### src/rtl/sdram_arbiter_if.sv
// Bus bundle between the two request ports, the arbiter and the SDRAM controller.
// The master modport is the environment side; the slave modport is the arbiter side.
interface sdram_arbiter_if;
  logic        a_req;
  logic        a_we;
  logic [24:0] a_addr;
  logic [15:0] a_din;
  logic [1:0]  a_wtbt;
  logic [15:0] a_dout;
  logic        a_ack;
  logic        a_busy;
  logic        b_req;
  logic        b_we;
  logic [24:0] b_addr;
  logic [15:0] b_din;
  logic [1:0]  b_wtbt;
  logic [15:0] b_dout;
  logic        b_ack;
  logic        b_busy;
  logic [24:0] mem_addr;
  logic [15:0] mem_din;
  logic [1:0]  mem_wtbt;
  logic        mem_we;
  logic        mem_rd;
  logic [15:0] mem_dout;
  logic        mem_ready;

  modport master (
    output a_req, a_we, a_addr, a_din, a_wtbt,
    output b_req, b_we, b_addr, b_din, b_wtbt,
    input  a_dout, a_ack, a_busy, b_dout, b_ack, b_busy,
    input  mem_addr, mem_din, mem_wtbt, mem_we, mem_rd,
    output mem_dout, mem_ready
  );

  modport slave (
    input  a_req, a_we, a_addr, a_din, a_wtbt,
    input  b_req, b_we, b_addr, b_din, b_wtbt,
    output a_dout, a_ack, a_busy, b_dout, b_ack, b_busy,
    output mem_addr, mem_din, mem_wtbt, mem_we, mem_rd,
    input  mem_dout, mem_ready
  );
endinterface

### src/rtl/sdram_arbiter.sv
// Two-port SDRAM arbiter (A = CPU, B = DMA/video) feeding a level-strobed controller.
// Define ARB_ROUND_ROBIN_EN for alternating priority on contention; default is fixed A priority.
module sdram_arbiter (
  input  logic            clk,
  input  logic            reset,
  sdram_arbiter_if.slave  bus
);

  localparam logic [1:0] ST_IDLE  = 2'd0;
  localparam logic [1:0] ST_ISSUE = 2'd1;
  localparam logic [1:0] ST_WAIT  = 2'd2;
  localparam logic [1:0] ST_GAP   = 2'd3;

  logic [1:0]  state_q, state_d;
  logic        a_pend_q, a_pend_d, b_pend_q, b_pend_d;
  logic        a_we_q, a_we_d, b_we_q, b_we_d;
  logic [24:0] a_addr_q, a_addr_d, b_addr_q, b_addr_d;
  logic [15:0] a_din_q, a_din_d, b_din_q, b_din_d;
  logic [1:0]  a_wtbt_q, a_wtbt_d, b_wtbt_q, b_wtbt_d;
  logic        gnt_b_q, gnt_b_d;
  logic [24:0] mem_addr_q, mem_addr_d;
  logic [15:0] mem_din_q, mem_din_d;
  logic [1:0]  mem_wtbt_q, mem_wtbt_d;
  logic        mem_we_q, mem_we_d, mem_rd_q, mem_rd_d;
  logic [15:0] a_dout_q, a_dout_d, b_dout_q, b_dout_d;
  logic        a_ack_q, a_ack_d, b_ack_q, b_ack_d;
  logic        pick_b_s;
`ifdef ARB_ROUND_ROBIN_EN
  logic        last_b_q, last_b_d;
`endif

  // Next-state logic: pending capture, grant selection and the access FSM.
  always_comb begin
    state_d    = state_q;
    a_pend_d   = a_pend_q;
    b_pend_d   = b_pend_q;
    a_we_d     = a_we_q;
    a_addr_d   = a_addr_q;
    a_din_d    = a_din_q;
    a_wtbt_d   = a_wtbt_q;
    b_we_d     = b_we_q;
    b_addr_d   = b_addr_q;
    b_din_d    = b_din_q;
    b_wtbt_d   = b_wtbt_q;
    gnt_b_d    = gnt_b_q;
    mem_addr_d = mem_addr_q;
    mem_din_d  = mem_din_q;
    mem_wtbt_d = mem_wtbt_q;
    mem_we_d   = mem_we_q;
    mem_rd_d   = mem_rd_q;
    a_dout_d   = a_dout_q;
    b_dout_d   = b_dout_q;
    a_ack_d    = 1'b0;
    b_ack_d    = 1'b0;
`ifdef ARB_ROUND_ROBIN_EN
    last_b_d   = last_b_q;
    pick_b_s   = b_pend_q && (!a_pend_q || !last_b_q);
`else
    pick_b_s   = b_pend_q && !a_pend_q;
`endif

    // A request while the port's entry is still pending is dropped on purpose.
    if (bus.a_req && !a_pend_q) begin
      a_pend_d = 1'b1;
      a_we_d   = bus.a_we;
      a_addr_d = bus.a_addr;
      a_din_d  = bus.a_din;
      a_wtbt_d = bus.a_wtbt;
    end else begin
      a_pend_d = a_pend_q;
    end
    if (bus.b_req && !b_pend_q) begin
      b_pend_d = 1'b1;
      b_we_d   = bus.b_we;
      b_addr_d = bus.b_addr;
      b_din_d  = bus.b_din;
      b_wtbt_d = bus.b_wtbt;
    end else begin
      b_pend_d = b_pend_q;
    end

    case (state_q)
      ST_IDLE: begin
        // Only grant once the controller reports ready, so a fresh access never overlaps.
        if ((a_pend_q || b_pend_q) && bus.mem_ready) begin
          gnt_b_d    = pick_b_s;
          mem_addr_d = pick_b_s ? b_addr_q : a_addr_q;
          mem_din_d  = pick_b_s ? b_din_q  : a_din_q;
          mem_wtbt_d = pick_b_s ? b_wtbt_q : a_wtbt_q;
          mem_we_d   = pick_b_s ? b_we_q   : a_we_q;
          mem_rd_d   = pick_b_s ? !b_we_q  : !a_we_q;
          state_d    = ST_ISSUE;
`ifdef ARB_ROUND_ROBIN_EN
          if (a_pend_q && b_pend_q) begin
            last_b_d = pick_b_s;
          end else begin
            last_b_d = last_b_q;
          end
`endif
        end else begin
          state_d = ST_IDLE;
        end
      end
      ST_ISSUE: begin
        state_d = ST_WAIT;
      end
      ST_WAIT: begin
        if (bus.mem_ready) begin
          if (gnt_b_q) begin
            b_ack_d  = 1'b1;
            b_pend_d = 1'b0;
            b_dout_d = mem_we_q ? b_dout_q : bus.mem_dout;
          end else begin
            a_ack_d  = 1'b1;
            a_pend_d = 1'b0;
            a_dout_d = mem_we_q ? a_dout_q : bus.mem_dout;
          end
          mem_we_d = 1'b0;
          mem_rd_d = 1'b0;
          state_d  = ST_GAP;
        end else begin
          state_d = ST_WAIT;
        end
      end
      ST_GAP: begin
        state_d = ST_IDLE;
      end
      default: begin
        mem_we_d = 1'b0;
        mem_rd_d = 1'b0;
        state_d  = ST_IDLE;
      end
    endcase
  end

  // State and output registers.
  always_ff @(posedge clk or posedge reset) begin
    if (reset) begin
      state_q    <= ST_IDLE;
      a_pend_q   <= 1'b0;
      b_pend_q   <= 1'b0;
      a_we_q     <= 1'b0;
      a_addr_q   <= 25'd0;
      a_din_q    <= 16'd0;
      a_wtbt_q   <= 2'd0;
      b_we_q     <= 1'b0;
      b_addr_q   <= 25'd0;
      b_din_q    <= 16'd0;
      b_wtbt_q   <= 2'd0;
      gnt_b_q    <= 1'b0;
      mem_addr_q <= 25'd0;
      mem_din_q  <= 16'd0;
      mem_wtbt_q <= 2'd0;
      mem_we_q   <= 1'b0;
      mem_rd_q   <= 1'b0;
      a_dout_q   <= 16'd0;
      b_dout_q   <= 16'd0;
      a_ack_q    <= 1'b0;
      b_ack_q    <= 1'b0;
    end else begin
      state_q    <= state_d;
      a_pend_q   <= a_pend_d;
      b_pend_q   <= b_pend_d;
      a_we_q     <= a_we_d;
      a_addr_q   <= a_addr_d;
      a_din_q    <= a_din_d;
      a_wtbt_q   <= a_wtbt_d;
      b_we_q     <= b_we_d;
      b_addr_q   <= b_addr_d;
      b_din_q    <= b_din_d;
      b_wtbt_q   <= b_wtbt_d;
      gnt_b_q    <= gnt_b_d;
      mem_addr_q <= mem_addr_d;
      mem_din_q  <= mem_din_d;
      mem_wtbt_q <= mem_wtbt_d;
      mem_we_q   <= mem_we_d;
      mem_rd_q   <= mem_rd_d;
      a_dout_q   <= a_dout_d;
      b_dout_q   <= b_dout_d;
      a_ack_q    <= a_ack_d;
      b_ack_q    <= b_ack_d;
    end
  end

`ifdef ARB_ROUND_ROBIN_EN
  // Last contested winner; resets to B so A wins the first contest.
  always_ff @(posedge clk or posedge reset) begin
    if (reset) begin
      last_b_q <= 1'b1;
    end else begin
      last_b_q <= last_b_d;
    end
  end
`endif

  assign bus.a_busy   = a_pend_q;
  assign bus.b_busy   = b_pend_q;
  assign bus.a_ack    = a_ack_q;
  assign bus.b_ack    = b_ack_q;
  assign bus.a_dout   = a_dout_q;
  assign bus.b_dout   = b_dout_q;
  assign bus.mem_addr = mem_addr_q;
  assign bus.mem_din  = mem_din_q;
  assign bus.mem_wtbt = mem_wtbt_q;
  assign bus.mem_we   = mem_we_q;
  assign bus.mem_rd   = mem_rd_q;

endmodule

### src/flat_wrapper.sv
// flat-port wrapper written by rule: the top's interface ports become plain ports
module sdram_arbiter_flat 
  (clk, reset, bus_a_req, bus_a_we, bus_a_addr, bus_a_din, bus_a_wtbt, bus_b_req, bus_b_we, bus_b_addr, bus_b_din, bus_b_wtbt, bus_a_dout, bus_a_ack, bus_a_busy, bus_b_dout, bus_b_ack, bus_b_busy, bus_mem_addr, bus_mem_din, bus_mem_wtbt, bus_mem_we, bus_mem_rd, bus_mem_dout, bus_mem_ready);
  sdram_arbiter_if bus_i ();
  input  logic clk;
  input  logic reset;
  input wire logic [$bits(bus_i.a_req)-1:0] bus_a_req;
  input wire logic [$bits(bus_i.a_we)-1:0] bus_a_we;
  input wire logic [$bits(bus_i.a_addr)-1:0] bus_a_addr;
  input wire logic [$bits(bus_i.a_din)-1:0] bus_a_din;
  input wire logic [$bits(bus_i.a_wtbt)-1:0] bus_a_wtbt;
  input wire logic [$bits(bus_i.b_req)-1:0] bus_b_req;
  input wire logic [$bits(bus_i.b_we)-1:0] bus_b_we;
  input wire logic [$bits(bus_i.b_addr)-1:0] bus_b_addr;
  input wire logic [$bits(bus_i.b_din)-1:0] bus_b_din;
  input wire logic [$bits(bus_i.b_wtbt)-1:0] bus_b_wtbt;
  output wire logic [$bits(bus_i.a_dout)-1:0] bus_a_dout;
  output wire logic [$bits(bus_i.a_ack)-1:0] bus_a_ack;
  output wire logic [$bits(bus_i.a_busy)-1:0] bus_a_busy;
  output wire logic [$bits(bus_i.b_dout)-1:0] bus_b_dout;
  output wire logic [$bits(bus_i.b_ack)-1:0] bus_b_ack;
  output wire logic [$bits(bus_i.b_busy)-1:0] bus_b_busy;
  output wire logic [$bits(bus_i.mem_addr)-1:0] bus_mem_addr;
  output wire logic [$bits(bus_i.mem_din)-1:0] bus_mem_din;
  output wire logic [$bits(bus_i.mem_wtbt)-1:0] bus_mem_wtbt;
  output wire logic [$bits(bus_i.mem_we)-1:0] bus_mem_we;
  output wire logic [$bits(bus_i.mem_rd)-1:0] bus_mem_rd;
  input wire logic [$bits(bus_i.mem_dout)-1:0] bus_mem_dout;
  input wire logic [$bits(bus_i.mem_ready)-1:0] bus_mem_ready;
  assign bus_i.a_req = bus_a_req;
  assign bus_i.a_we = bus_a_we;
  assign bus_i.a_addr = bus_a_addr;
  assign bus_i.a_din = bus_a_din;
  assign bus_i.a_wtbt = bus_a_wtbt;
  assign bus_i.b_req = bus_b_req;
  assign bus_i.b_we = bus_b_we;
  assign bus_i.b_addr = bus_b_addr;
  assign bus_i.b_din = bus_b_din;
  assign bus_i.b_wtbt = bus_b_wtbt;
  assign bus_a_dout = bus_i.a_dout;
  assign bus_a_ack = bus_i.a_ack;
  assign bus_a_busy = bus_i.a_busy;
  assign bus_b_dout = bus_i.b_dout;
  assign bus_b_ack = bus_i.b_ack;
  assign bus_b_busy = bus_i.b_busy;
  assign bus_mem_addr = bus_i.mem_addr;
  assign bus_mem_din = bus_i.mem_din;
  assign bus_mem_wtbt = bus_i.mem_wtbt;
  assign bus_mem_we = bus_i.mem_we;
  assign bus_mem_rd = bus_i.mem_rd;
  assign bus_i.mem_dout = bus_mem_dout;
  assign bus_i.mem_ready = bus_mem_ready;
  sdram_arbiter u_core (.clk(clk), .reset(reset), .bus(bus_i));
endmodule
### config.mk
export PLATFORM = sky130hd
export DESIGN_NAME = sdram_arbiter_flat
export DESIGN_NICKNAME = d
export VERILOG_FILES = /design/src/rtl/sdram_arbiter_if.sv /design/src/rtl/sdram_arbiter.sv /design/src/flat_wrapper.sv
export SDC_FILE = /design/constraint.sdc
export NUM_CORES = 1
export LEC_CHECK = 0
export CAP_MARGIN = 20
export CORE_AREA = 10 10 147 149
export CTS_CLUSTER_SIZE = 28
export DETAILED_ROUTE_END_ITERATION = 16
export DIE_AREA = 0 0 157 159
export GPL_ROUTABILITY_DRIVEN = 0
export MAX_ROUTING_LAYER = met4
export PLACE_DENSITY = 0.67
export REMOVE_ABC_BUFFERS = 1
export SLEW_MARGIN = 20
export SYNTH_ARGS = -nofsm -noshare
export SYNTH_HDL_FRONTEND = slang
export SYNTH_SLANG_ARGS = --single-unit
### constraint.sdc
create_clock -name clk -period 5.8 [get_ports clk]
set_input_delay 1.16 -clock clk [delete_from_list [all_inputs] [get_ports clk]]
set_output_delay 1.16 -clock clk [all_outputs]
set_load 0.05 [all_outputs]
==> flow_metrics.tcl <==
set metrics [dict create \
    final.setup.worst_slack_ns 2.796 \
    cp_num_buf_inv 1 \
    h-tree-depth 4 \
    cts_buffer_depth 2 \
    firstDrtPassIters 6 \
    synth_edf_count 0 \
    start_kind "flip-flop" \
    track_usage_pct 14.09 \
    dp_hpwl_mm 12.34 \
    synthTopCellsByArea "dfrtp_1, mux2_2, mux2i_1" \
    dieArea_um2 24960 \
    ys_warn_count 0 \
    initial_core_util_pct 37.39 \
    wl_per_cell_um 18.44 \
    cp_slowest_stage_delay_ns 0.88 \
    drc_errors 0 \
    drv_cap 0 \
    fin_nets 787 \
    root_buffer "clkbuf_16" \
    crit_path_top_delay_cell "clkdlybuf4s50_1" \
    clock_skew_ns 0.01317 \
    fin_cells 921 \
    crit_arrival_ns 1.84 \
    synth_top_area_share_pct 61.95 \
    syn_to_final_growth_pct 39.28 \
    powerDensity_nw_per_um2 619.6 \
    numCtsBuffers 17 \
    finalCritPeriodShare_pct 51.79 \
    outcome "complete, no violations" \
    antenna_found_initial 1 \
    detail_route.wirelength_mm 16.98 \
    top_level_ports 190 \
    postCtsSetupBuffers 0 \
    rows 50 \
    final_max_slew_viol_count 0 \
    fmax_mhz 332.9 \
    dr.first_iter.drc_count 128 \
    syn_area_per_cell_um2 14.30 \
    coreArea_um2 18580 \
    cts_tree "built" \
    r2r-start "u_core.bus.b_busy" \
    netlist-cell-type-count 30 \
    cts.repair.resized 0 \
    synth_cells 486 \
    layout-drive-gt1-share_pct 24.20 \
    synth-main-ff-cell "dfrtp_1" \
    hold_start "u_core.bus.mem_din[6]" \
    cts_hold_buf 0 \
    synthArstFlopShare_pct 100.0 \
    dp_cells 888 \
    max_slew.worst_pin.slew_ns 1.043 \
    finalCriticalPeriod_ns 3.004 \
    via_per_inst 4.833 \
    detail-route-antenna-nets 0 \
    rsz0062_at_grt "false" \
    die-width_um 157 \
    synth_seq_cells 172 \
    grt_pass1_wl_mm 27.04 \
    cp_max_fo 7 \
    clock_latency_ns 0.42 \
    leakagePower_uw 0.004282 \
    grt_overflow_total 0 \
    cp-end-kind "output port" \
    hold_class "reg -> reg" \
    crit_chain "clkdlybuf4s50_1" \
    clk_pin_slew_worst_paths_ns 0.06 \
    synth_top_area_cell "dfrtp_1" \
    grt_max_degree 101 \
    pre_cts_slack_ns 2.449 \
    worstSetupPathType "reg -> out" \
    setup_violations 0 \
    cp.required_ns 4.64 \
    vias 4451 \
    die_y_um 159 \
    synth-seq-area-share_pct 61.95 \
    io_buffers 189 \
    post-route-util_pct 52.08 \
    relSlewSlack_pct 30.45 \
    ir_worst_vdd_mv 0.2835 \
    grt_pass1_vias 4923 \
    netlist_area_um2 6948 \
    cp_top_family "buffers and inverters" \
    cts.sinks 172 \
    crit_start "u_core.bus.b_busy" \
    hold_viol_final 0 \
]
-- worst reg2reg max path, cell delays in order (launching register included) --
cell and delay [ns]:
dfrtp_1 0.50, nor2b_4 0.69, buf_4 0.45, mux2_2 0.39
-- power breakdown --
| part | switching (uW) | internal (uW) | total [uW] | leakage (uW) |
|---|---|---|---|---|
| clock network | 453 | 691 | 1140 | 0.000302 |
| logic | 1590 | 1150 | 2740 | 0.00189 |
| registers | 323 | 1780 | 2110 | 0.00209 |
| total | 2370 | 3630 | 6000 | 0.00428 |
-- registers in the layout, indices dropped and copies added (netlist names), 2 cells and up --
name	cells
u_core.b_din_q	16
u_core.b_wtbt_q	2
u_core.state_q	2
u_core.b_addr_q	25
u_core.a_wtbt_q	2
u_core.a_addr_q	25
u_core.bus.mem_din	16
u_core.bus.b_dout	16
u_core.bus.mem_wtbt	2
u_core.bus.a_dout	16
u_core.a_din_q	16
u_core.bus.mem_addr	25
-- layout make-up --
| type | count | area (um^2) |
|---|---|---|
| inverter | 4 | 20.02 |
| timing repair buffer | 196 | 1964 |
| fill | 1571 | 8904 |
| clock buffer | 22 | 494.2 |
| antenna | 1 | 2.502 |
| sequential | 172 | 4304 |
| clock inverter | 9 | 110.1 |
| multi-input combinational | 283 | 2489 |
| tap | 234 | 292.8 |
-- cells in the mapped netlist (2+ instances only) --
master and count:
mux2_2 106, nor2b_1 3, nand2_1 47, o21ai_0 45, buf_2 11, buf_6 4
clkbuf_1 9, ha_1 4, mux2i_1 45, mux2_4 10, inv_1 4, mux2_1 4
dfrtp_1 172, buf_4 2, nor2_1 4, nand2b_1 2
-- cell families after synthesis --
kind of cell	count (synthesis)	synth area share (%)
adders and majority gates	4	0.7204
AOI/OAI and AO/OA	52	4.124
muxes	165	26.47
buffers and inverters	31	2.647
and+or+nand+nor	62	4.088
DFF	172	61.95
-- through the flow --
stage | hold WS [ns] | cell area [um^2] | power [uW] | setup TNS (ns)
final | 0.4815 | 9677 | 5995 | 0
after global placement | 0.4624 | 9042 | 4813 | 0
after detailed placement | 0.4706 | 9042 | 4895 | 0
after floorplan | 0.4801 | 6779 | 3961 | -3.465
after global routing | 0.5110 | 9677 | 6338 | 0
after CTS | 0.4853 | 9647 | 6057 | 0
-- per-layer routing --
layer | track usage [%] | share of wire, % | vias up
met5 | - | 0 | -
met4 | 2.575 | 0.45 | 0
met3 | 5.370 | 7.8 | 7
met2 | 21.20 | 46 | 157
met1 | 17.86 | 46 | 2210
li1 | - | - | 2077
-- layout by cell type (no fill, tap or decap), types with 2 or more instances in the layout --
master / Yosys / final
clkbuf_16: 0 / 17
nor2b_4: 0 / 2
inv_6: 0 / 2
dfrtp_1: 172 / 172
nand2_1: 47 / 47
bufinv_16: 0 / 2
inv_1: 4 / 3
clkdlybuf4s50_1: 0 / 189
clkinv_4: 0 / 3
ha_1: 4 / 4
nor2_1: 4 / 4
mux2_4: 10 / 10
clkinv_2: 0 / 3
buf_4: 2 / 6
mux2i_1: 45 / 45
clkbuf_8: 0 / 5
mux2_1: 4 / 4
o21ai_0: 45 / 45
mux2_2: 106 / 106
-- path summary, 6_finish.rpt --
check | end | slack (ns) | cells past startpoint
worst max-delay path | bus_b_busy | 2.80 | 1
worst min-delay path | u_core.bus.mem_din[6] | 0.48 | 2
worst max register to register | u_core.b_addr_q[22] | 3.66 | 3
worst min register to register | u_core.bus.mem_din[6] | 0.48 | 2
max in group asynchronous | u_core.bus.mem_addr[14] | 3.39 | 3
min in group asynchronous | u_core.bus.b_ack | 1.31 | 2
(Power assumes the default switching activity.)
